--- config.mk ---
export PLATFORM = sky130hd
export DESIGN_NAME = imem_loader_flat
export DESIGN_NICKNAME = d
export VERILOG_FILES = /design/src/rtl/imem_loader_if.sv /design/src/rtl/imem_loader.sv /design/src/flat_wrapper.sv
export SDC_FILE = /design/constraint.sdc
export NUM_CORES = 1
export LEC_CHECK = 0
export ABC_AREA = 1
export CAP_MARGIN = 20
export CORE_ASPECT_RATIO = 0.8
export CORE_MARGIN = 3
export CORE_UTILIZATION = 45
export CTS_CLUSTER_DIAMETER = 200
export DETAILED_ROUTE_END_ITERATION = 8
export GPL_TIMING_DRIVEN = 0
export PLACE_DENSITY_LB_ADDON = 0.3
export SYNTH_ARGS = -nofsm -noshare
export SYNTH_HDL_FRONTEND = slang
export SYNTH_SLANG_ARGS = --single-unit
--- constraint.sdc ---
create_clock -name clk -period 4.2 [get_ports clk]
set_clock_uncertainty 0.2 [all_clocks]
set_input_delay 0.84 -clock clk [delete_from_list [all_inputs] [get_ports clk]]
set_output_delay 0.84 -clock clk [all_outputs]
set_load 0.01 [all_outputs]
--- src/rtl/imem_loader_if.sv ---
// Loader-side bus bundle: byte stream in, instruction-memory write port out.
// Stream handshake: a byte transfers on a rising edge where in_valid && in_ready; in_data must be stable while in_valid is high.
interface imem_loader_if #(
  parameter int AW = 10
);
  logic          in_valid;
  logic [7:0]    in_data;
  logic          in_ready;
  logic          imem_we;
  logic [AW-1:0] imem_addr;
  logic [31:0]   imem_wdata;

  modport master (
    input  in_valid, in_data,
    output in_ready, imem_we, imem_addr, imem_wdata
  );

  modport slave (
    output in_valid, in_data,
    input  in_ready, imem_we, imem_addr, imem_wdata
  );
endinterface

--- src/rtl/imem_loader.sv ---
// Boot loader: assembles a length-prefixed little-endian byte stream into imem words and holds the core in reset
// until a full image is written. Define IMEM_LOADER_CHECKSUM_EN to expect and verify a trailing XOR checksum byte.
module imem_loader #(
  parameter int PROG_SIZE = 647,
  parameter int AW        = $clog2(PROG_SIZE + 1)
) (
  input  logic               clk,
  input  logic               rst,
  input  logic               load_req,
  imem_loader_if.master      bus,
  output logic               core_rst,
  output logic               done,
  output logic               error,
  output logic [2:0]         dbg_state_o
);

  typedef enum logic [2:0] {
    S_IDLE, S_LEN_LO, S_LEN_HI, S_DATA, S_CHECK, S_DONE, S_ERROR
  } state_e;

  localparam logic [15:0] CAP_WORDS = 16'((PROG_SIZE + 1) / 4);

`ifdef IMEM_LOADER_CHECKSUM_EN
  localparam state_e S_AFTER_PAYLOAD = S_CHECK;
`else
  localparam state_e S_AFTER_PAYLOAD = S_DONE;
`endif

  state_e        state_q, state_d;
  logic [7:0]    len_lo_q;
  logic [15:0]   len_q;
  logic [15:0]   word_cnt_q;
  logic [1:0]    byte_cnt_q;
  logic [23:0]   word_q;
  logic          imem_we_q;
  logic [AW-1:0] imem_addr_q;
  logic [31:0]   imem_wdata_q;
`ifdef IMEM_LOADER_CHECKSUM_EN
  logic [7:0]    xor_q;
`endif

  logic        accept;
  logic [15:0] n_words;
  logic        last_byte;
  logic        restart;

  assign accept    = bus.in_valid && bus.in_ready;
  assign n_words   = {bus.in_data, len_lo_q};
  assign last_byte = (byte_cnt_q == 2'd3) && ((word_cnt_q + 16'd1) == len_q);
  assign restart   = load_req && (state_q == S_IDLE || state_q == S_DONE || state_q == S_ERROR);

  always_ff @(posedge clk or negedge rst) begin
    if (!rst) state_q <= S_IDLE;
    else      state_q <= state_d;
  end

  always_comb begin
    state_d = state_q;
    case (state_q)
      S_IDLE, S_DONE, S_ERROR: if (load_req) state_d = S_LEN_LO;
      S_LEN_LO: if (accept) state_d = S_LEN_HI;
      S_LEN_HI: begin
        if (accept) begin
          if (n_words > CAP_WORDS)   state_d = S_ERROR;
          else if (n_words == 16'd0) state_d = S_AFTER_PAYLOAD;
          else                       state_d = S_DATA;
        end
      end
      S_DATA: if (accept && last_byte) state_d = S_AFTER_PAYLOAD;
`ifdef IMEM_LOADER_CHECKSUM_EN
      S_CHECK: if (accept) state_d = (bus.in_data == xor_q) ? S_DONE : S_ERROR;
`endif
      default: state_d = S_IDLE;
    endcase
  end

  // ERROR keeps in_ready high so a rejected image drains instead of stalling the sender.
  always_comb begin
    bus.in_ready = 1'b0;
    core_rst     = 1'b1;
    done         = 1'b0;
    error        = 1'b0;
    case (state_q)
      S_LEN_LO, S_LEN_HI, S_DATA, S_CHECK: bus.in_ready = 1'b1;
      S_ERROR: begin
        bus.in_ready = 1'b1;
        error        = 1'b1;
      end
      S_DONE: begin
        core_rst = 1'b0;
        done     = 1'b1;
      end
      default: ;
    endcase
  end

  always_ff @(posedge clk or negedge rst) begin
    if (!rst) begin
      len_lo_q     <= '0;
      len_q        <= '0;
      word_cnt_q   <= '0;
      byte_cnt_q   <= '0;
      word_q       <= '0;
      imem_we_q    <= 1'b0;
      imem_addr_q  <= '0;
      imem_wdata_q <= '0;
`ifdef IMEM_LOADER_CHECKSUM_EN
      xor_q        <= '0;
`endif
    end else begin
      imem_we_q <= 1'b0;
      if (restart) begin
        word_cnt_q <= '0;
        byte_cnt_q <= '0;
`ifdef IMEM_LOADER_CHECKSUM_EN
        xor_q      <= '0;
`endif
      end
      if (accept) begin
        case (state_q)
          S_LEN_LO: len_lo_q <= bus.in_data;
          S_LEN_HI: len_q    <= n_words;
          S_DATA: begin
            byte_cnt_q <= byte_cnt_q + 2'd1;
`ifdef IMEM_LOADER_CHECKSUM_EN
            xor_q      <= xor_q ^ bus.in_data;
`endif
            case (byte_cnt_q)
              2'd0: word_q[7:0]   <= bus.in_data;
              2'd1: word_q[15:8]  <= bus.in_data;
              2'd2: word_q[23:16] <= bus.in_data;
              default: begin
                imem_we_q    <= 1'b1;
                imem_addr_q  <= {word_cnt_q[AW-3:0], 2'b00};
                imem_wdata_q <= {bus.in_data, word_q};
                word_cnt_q   <= word_cnt_q + 16'd1;
              end
            endcase
          end
          default: ;
        endcase
      end
    end
  end

  assign bus.imem_we    = imem_we_q;
  assign bus.imem_addr  = imem_addr_q;
  assign bus.imem_wdata = imem_wdata_q;
  assign dbg_state_o    = state_q;

endmodule
--- src/flat_wrapper.sv ---
// flat-port wrapper written by rule: the top's interface ports become plain ports
module imem_loader_flat 
#(
  parameter int PROG_SIZE = 647,
  parameter int AW        = $clog2(PROG_SIZE + 1)
)
  (clk, rst, load_req, core_rst, done, error, dbg_state_o, bus_in_valid, bus_in_data, bus_in_ready, bus_imem_we, bus_imem_addr, bus_imem_wdata);
  imem_loader_if #(.AW(AW)) bus_i ();
  input  logic clk;
  input  logic rst;
  input  logic load_req;
  output logic core_rst;
  output logic done;
  output logic error;
  output logic [2:0] dbg_state_o;
  input wire logic [$bits(bus_i.in_valid)-1:0] bus_in_valid;
  input wire logic [$bits(bus_i.in_data)-1:0] bus_in_data;
  output wire logic [$bits(bus_i.in_ready)-1:0] bus_in_ready;
  output wire logic [$bits(bus_i.imem_we)-1:0] bus_imem_we;
  output wire logic [$bits(bus_i.imem_addr)-1:0] bus_imem_addr;
  output wire logic [$bits(bus_i.imem_wdata)-1:0] bus_imem_wdata;
  assign bus_i.in_valid = bus_in_valid;
  assign bus_i.in_data = bus_in_data;
  assign bus_in_ready = bus_i.in_ready;
  assign bus_imem_we = bus_i.imem_we;
  assign bus_imem_addr = bus_i.imem_addr;
  assign bus_imem_wdata = bus_i.imem_wdata;
  imem_loader #(.PROG_SIZE(PROG_SIZE), .AW(AW)) u_core (.clk(clk), .rst(rst), .load_req(load_req), .bus(bus_i), .core_rst(core_rst), .done(done), .error(error), .dbg_state_o(dbg_state_o));
endmodule
== Word level (Yosys, flattened, before mapping) ==
Index checks and enable logic that the tools add are counted.

* Register bits after elaboration: 110
* Word-level logic and storage cells: 69

* $add $sub $neg: 2
* Order comparisons: 1
* Equal/unequal tests: 14
* Mux-type cells: 21
* Bitwise gates (word level): 1
* Reductions and logical operators: 19

{| class="wikitable"
|+ Operators with widths
! cell !! number
|-
| $mux 16 || 4
|-
| $mux 3 || 6
|-
| $add 16x1->16 const B || 1
|-
| $eq 16x16->1 || 1
|-
| $gt 16x8->1 const B || 1
|-
| $logic_not 16->1 || 1
|-
| $pmux 3 s4 || 1
|-
| $reduce_and 3->1 || 4
|-
| $eq 3x3->1 const B || 3
|-
| $mux 1 || 7
|-
| $eq 3x2->1 const B || 2
|-
| $mux 2 || 3
|-
| $ne 2x1->1 const B || 3
|-
| $reduce_or 3->1 || 2
|-
| $reduce_or 5->1 || 1
|-
| $eq 2x2->1 const B || 2
|-
| $logic_and 1x1->1 || 4
|-
| $reduce_and 2->1 || 2
|-
| $reduce_and 4->1 || 1
|-
| $eq 3x1->1 const B || 1
|-
| $logic_not 3->1 || 1
|-
| $add 2x1->2 const B || 1
|-
| $eq 2x1->1 const B || 1
|-
| $logic_not 2->1 || 1
|-
| 3 further kinds || 4
|}

== Depth between registers and ports, before layout ==
Gate-level depths: netlist (run 1).

* Word-level depth: 8
* Depth in mapped cells: 16
* Mapped depth without buffers: 16

== Least setup slack after synthesis (run 1) ==
OpenSTA, ideal clock, no wires.

* Path type: register to output
* From: register u_core.state_q[2], in the netlist u_core.dbg_state_o[2]
* To: output core_rst
* Arrival: 1057 ps
* Path slack: 2103 ps
* Stages on the path, launching flop included: 4
* Cells stage by stage: dfrtp_1 inv_1 nor3_1 inv_1

* Cells in the longest elaborated chain, start to end: 2

{| class="wikitable"
|+ Ends and longest elaborated chain
! item !! RTL line !! RTL
|-
| start: declaration || imem_loader.sv:29 || <nowiki>state_e state_q, state_d;</nowiki>
|-
| start signal: assignment || imem_loader.sv:54 || <nowiki>else state_q <= state_d;</nowiki>
|-
| $eq 3x3->1 || imem_loader.sv:83 || <nowiki>case (state_q)</nowiki>
|-
| $mux 1 || imem_loader.sv:83 ||
|-
| end: declaration || flat_wrapper.sv:12 || <nowiki>output logic core_rst;</nowiki>
|}

Every way passes these cells.

== Worst setup path in the final report (run 1) ==
* From: register u_core.state_q[2], in the netlist u_core.dbg_state_o[2]
* To: output done

* Cells in the longest elaborated chain, start to end: 2

{| class="wikitable"
|+ Ends and longest elaborated chain
! item !! RTL line !! RTL
|-
| $eq 3x3->1 || imem_loader.sv:83 ||
|-
| $mux 1 || imem_loader.sv:83 ||
|-
| end: declaration || flat_wrapper.sv:13 || <nowiki>output logic done;</nowiki>
|}

Every way passes these cells.

==> flow_summary.ini, run 1 <==
[outcome]
run_status = completed

[place]
postPlaceCellArea_um2 = 5780
dp_hpwl_um = 9120
place_ws_ns = 1.27
portBuffers = 59
place_congestion = 0.914

[layout]
layout-drive-gt1-share_pct = 6.57
antenna_cells = 0
fin_area_um2 = 6080
nets = 698
syn_to_final_growth_pct = 22.1

[sta]
rsz0062_at_grt = no
worst_pin_slew_ns = 0.816
setup_violations = 0
slew_headroom_pct = 45.6
finalCriticalPeriod_ns = 2.86
setup_ws_ns = 1.34
tns_ns = 0
hold_ws_ns = 0.274
post-route-period-util_pct = 68.1
finalMaxSlewViolations = 0
max_freq_ghz = 0.350
finalHoldViolCount = 0

[synthesis]
ys_warn_count = 0
synthCells = 608
avgSynthCellArea_um2 = 8.19
synthDominantCellAreaShare_pct = 55.2
ys_types = 26
syn-cell-area_um2 = 4980
synth_top_area_cell = dfrtp_1
ys_ff_latch = 110
yosysSeqAreaShare_pct = 55.2
async_flop_share_pct = 100
synthFlopType = dfrtp_1
synthTopCellsByArea = dfrtp_1 (55%), nand2_1 (17%), o21ai_0 (6.4%), inv_1 (4.4%), nand3_1 (4.2%)
synth_edf_count = 0

[cts]
clk_pin_slew_ns = 0.08
post_cts.resized_instances = 0
cts.sinks = 110
cts_buffer_depth = 2
tritoncts = built
clock-root-buffer = clkbuf_16
cts_hold_buf = 0
insertion_delay_ns = 0.35
cts_buffers = 9
cts_setup_buffers = 0
h-tree-depth = 3

[power_and_ir_drop]
ir_drop_mv = 0.320
p_leak_nw = 2.94
power_density_nw_per_um2 = 499

[detailed_routing]
num_vias = 4278
routed_wl_um = 12500
drt_iter0_markers = 458
via_per_inst = 5.19
drc = 0
routedWlPerCell_um = 15.1
ant_nets = 0
drt-pass1-iter-count = 7

[floorplan]
rows = 33
initial_utilization_pct = 47.3
io_pins = 62
die_y_um = 100
die_w_um = 124
die_area_um2 = 12400
core_area_um2 = 10500

[global_routing]
grt_overflow = 0
grt_pass1_wl_um = 21000
grt_pass1_vias = 4164
grt_use_total_pct = 21.9
grt_max_degree = 63
antenna_found_initial = 0

[critical_path]
crit_required_ns = 3.16
cp_top_family = buffers and inverters
cp_slowest_stage_delay_ns = 0.61
path_buf_inv = 2
start_kind = register
worstPathArrival_ns = 1.82
end_kind = output port
path_max_fanout = 7
path_cells = inv_1, nor3_1, clkdlybuf4s50_1
criticalPathCategory = register to output port
cpMaxStageDelayCell = clkdlybuf4s50_1

[hold_path]
hp-class = register to register

[run]
max-cap-violations = 0
-- synthesized netlist by cell type (2+ instances only) --
library cell,n
a21oi_1,7
buf_2,9
buf_4,2
clkbuf_1,9
dfrtp_1,110
ha_1,6
inv_1,58
nand2_1,226
nand2_2,5
nand3_1,42
nand3b_1,3
nand4_1,8
nor2_1,25
nor2_2,4
nor2_4,3
nor3_1,3
nor4_1,2
o21a_1,3
o21ai_0,64
o21ai_1,2
o22ai_1,12
-- cells by family after synthesis --
logic type               after synthesis  share of synthesized area, %
AO/OA/AOI/OAI                         89                          9.47
adder cells (fa/ha/maj)                6                          1.51
multiplexers                           1                         0.226
AND/OR/NAND/NOR                      322                          27.1
other                                  1                        0.0753
buffers and inverters                 79                          6.33
flip-flops                           110                          55.2
-- power by group --
group	internal [W]	switching (W)	total [W]
registers	0.00128	0.000177	0.00146
clock network	0.000471	0.000402	0.000873
logic	0.000283	0.000420	0.000703
-- layout by cell type, fill, tap and decap left out --
master,instances
conb_1,2
nand2_2,5
o21ai_1,2
nand3_2,1
o21a_1,3
bufinv_16,1
nand2_1,226
inv_1,58
inv_2,1
inv_6,2
clkbuf_1,9
nor3_1,3
nor2_2,4
buf_16,1
buf_2,9
clkinv_4,1
o21ai_0,64
clkbuf_16,9
nor2_1,25
nand3_1,42
clkinv_2,1
clkdlybuf4s50_1,58
ha_1,6
inv_8,1
nand4_1,8
nor4_1,2
a21oi_1,7
mux2_2,1
o22ai_1,12
dfrtp_1,110
buf_4,3
nand3b_1,3
nor2_4,3
clkinvlp_4,1
o21ai_2,1
-- flip-flops by register name, summed over array words and instances, names as in the netlist --
signal                 count
u_core.bus.imem_wdata     32
u_core.word_cnt_q         16
u_core.dbg_state_o         3
u_core.word_q             24
u_core.len_lo_q            8
u_core.bus.imem_we         1
u_core.len_q              16
u_core.byte_cnt_q          2
u_core.bus.imem_addr       8
-- cell type report --
type	count	area [um2]
multi-input cells	420	1920
fillers	919	4450
repair buffers	60	616
flip-flops and latches	110	2750
well taps	140	175
inverters	59	221
clock buffers	9	225
clock inverters	7	80.1
plain buffers	20	93.8
-- stage by stage --
| step | utilization (%) | cells | power, W |
|---|---|---|---|
| final | 57.8 | 825 | 0.00304 |
| after global routing | 57.8 | 825 | 0.00323 |
| after detailed placement | 54.9 | 809 | 0.00217 |
| after global placement | 54.6 | 808 | 0.00213 |
| after floorplan | - | 609 | 0.00189 |
| after CTS | 57.8 | 825 | 0.00304 |
-- metal layers --
metal	part of all wire [%]	vias up	global-route usage (%)
met4	1.3	0	5.87
met3	6.6	14	4.11
met2	44	136	32.9
li1	-	2086	-
met5	0	-	0
met1	48	2042	32.6
-- worst paths after layout --
kind / start / end / slack (ns) / cells after the start
setup / recovery: u_core.dbg_state_o[2] / done / 1.34 / 3
hold / removal: u_core.word_q[19] / u_core.bus.imem_wdata[19] / 0.27 / 2
setup reg to reg: u_core.word_cnt_q[0] / u_core.dbg_state_o[1] / 1.73 / 14
hold reg to reg: u_core.word_q[19] / u_core.bus.imem_wdata[19] / 0.27 / 2
max in group asynchronous: rst / u_core.bus.imem_addr[5] / 2.70 / 2
min in group asynchronous: rst / u_core.bus.imem_wdata[10] / 0.37 / 1
-- worst reg2reg max path: cells and delay by family (launching register included) --
kind	cells	cell delay, ns
adders and majority gates	1	0.30
DFF	1	0.54
and+or+nand+nor	13	1.33
No activity file was read; power rests on OpenSTA's default activity.
==> inputs of run 2 (changes only) <==
==> constraint.sdc (replaced) <==
create_clock -name clk -period 2.54 [get_ports clk]
set_clock_uncertainty 0.2 [all_clocks]
set_input_delay 0.508 -clock clk [delete_from_list [all_inputs] [get_ports clk]]
set_output_delay 0.508 -clock clk [all_outputs]
set_load 0.01 [all_outputs]
==> flow_summary.ini, run 2 (same netlist as run 1, synthesis figures left out) <==
[global_routing]
grt_use_total_pct = 21.9
grt_pass1_wl_um = 21000
grt_overflow = 0
grt_pass1_vias = 4164
antenna_found_initial = 0
grt_max_degree = 63

[layout]
final_common_cell = nand2_1
syn_to_final_growth_pct = 22.4
fin_cells = 825
fill_cells = 919
nets = 698
antenna_cells = 0
layout-drive-gt1-share_pct = 7.30
fin_util_pct = 57.9
largest_register_ff_count = 32
final_cell_mix = nand2_1 (226), dfrtp_1 (108), o21ai_0 (64), inv_1 (58), clkdlybuf4s50_1 (58)

[critical_path]
end_kind = output port
r2r_slack_ns = 0.17
reg2reg_depth = 14
worstPathArrival_ns = 1.69
path_max_fanout = 7
crit_required_ns = 1.83
worstReg2RegEnd = u_core.dbg_state_o[1]
startpoint = u_core.dbg_state_o[2]
r2r-start = u_core.word_cnt_q[0]
start_kind = register
criticalPathCategory = register to output port

[outcome]
run_status = completed

[place]
dp_hpwl_um = 9120
portBuffers = 59
place_ws_ns = -0.0578
dpl.cell_count = 809
place_congestion = 0.914

[floorplan]
die_w_um = 124
die_y_um = 100
core_area_um2 = 10500
rows = 33
io_pins = 62
initial_utilization_pct = 47.3
die_area_um2 = 12400

[power_and_ir_drop]
p_leak_nw = 2.93
power_density_nw_per_um2 = 824
p_seq_share_pct = 48.1
power.switching_w = 0.00165
ir_drop_mv = 0.521
combPwrFrac_pct = 23.1
switching_share_pct = 32.9
intPower_w = 0.00337
clockPowerShare_pct = 28.8
finalPower_w = 0.00503

[cts]
cts_buffer_depth = 2
clk_pin_slew_ns = 0.07
clock-root-buffer = clkbuf_16
cts_hold_buf = 0
h-tree-depth = 3
cts.sinks = 110
tritoncts = built
insertion_delay_ns = 0.35
cts_buffers = 9

[sta]
post-route-period-util_pct = 94.3
finalMaxSlewViolations = 0
setup_violations = 0
setup_ws_ns = 0.144
max_freq_ghz = 0.417
worst_pin_slew_ns = 0.800
slew_headroom_pct = 46.6
finalCriticalPeriod_ns = 2.40
finalHoldViolCount = 0
hold_ws_ns = 0.0423
rsz0062_at_grt = yes

[detailed_routing]
routed_wl_um = 12500
drt-pass1-iter-count = 4
routedWlPerCell_um = 15.1
num_vias = 4310
ant_nets = 0
via_per_inst = 5.22
drt_iter0_markers = 385
drc = 0

[hold_path]
hp-class = input pin to asynchronous set/reset pin

[run]
max-cap-violations = 0
==> run 2: critical path, cell delays in order (launching register included) <==
cell and delay [ns]:
dfrtp_1 0.46, inv_1 0.11, nor3_2 0.19, clkdlybuf4s50_1 0.58
==> run 2: power groups by stage <==
stage / clock (W) / sequential [W] / combinational [W]
floorplan: 0 / 0.00237 / 0.000760
global placement: 0 / 0.00242 / 0.00110
detailed placement: 0 / 0.00244 / 0.00114
CTS: 0.00146 / 0.00241 / 0.00116
global route: 0.00153 / 0.00247 / 0.00135
finish: 0.00145 / 0.00242 / 0.00116
==> run 2: worst max path at each step <==
stage | to | slack, ns | depth (start not counted)
after global placement | u_core.bus.imem_addr[6] | -3.33 | 1
final | done | 0.14 | 3
after detailed placement | u_core.word_cnt_q[11] | -0.06 | 7
after floorplan | u_core.dbg_state_o[2] | 0.57 | 14
after CTS | done | 0.0002 | 3
after global routing | u_core.dbg_state_o[2] | -0.01 | 14
==> run 2: repair_timing <==
item	in CTS	in global routing
setup buffers	0	0
resized for setup	0	5
endpoints found under the hold margin	0	0
endpoints found under the setup margin	0	6
==> run 2: metrics by stage <==
stage / setup TNS [ns] / instance area (um2)
after floorplan: 0 / 4990
after global placement: -366.09 / 5750
after detailed placement: -0.471 / 5780
after CTS: 0 / 6080
after global routing: -0.0131 / 6100
final: 0 / 6100
==> run 2: layer usage <==
layer  track usage (%)  wire length [um]  vias up  share of wire, %
li1                  -                 -     2086                 -
met1              32.6              5940     2068                48
met2              32.9              5560      145                44
met3              4.11               839       11               6.7
met4              5.87               155        0               1.2
met5                 0                 0        -                 0
==> run 2: cell type report <==
type                            count  area [um2]  share of cell area, %
Inverter                           59         221                   3.63
Clock buffer                        9         225                   3.69
Clock inverter                      7        80.1                   1.31
Timing Repair Buffer               60         616                   10.1
Tap cell                          140         175                   2.87
Sequential cell                   110        2760                   45.2
Buffer                             20        93.8                   1.54
Multi-Input combinational cell    420        1930                   31.7
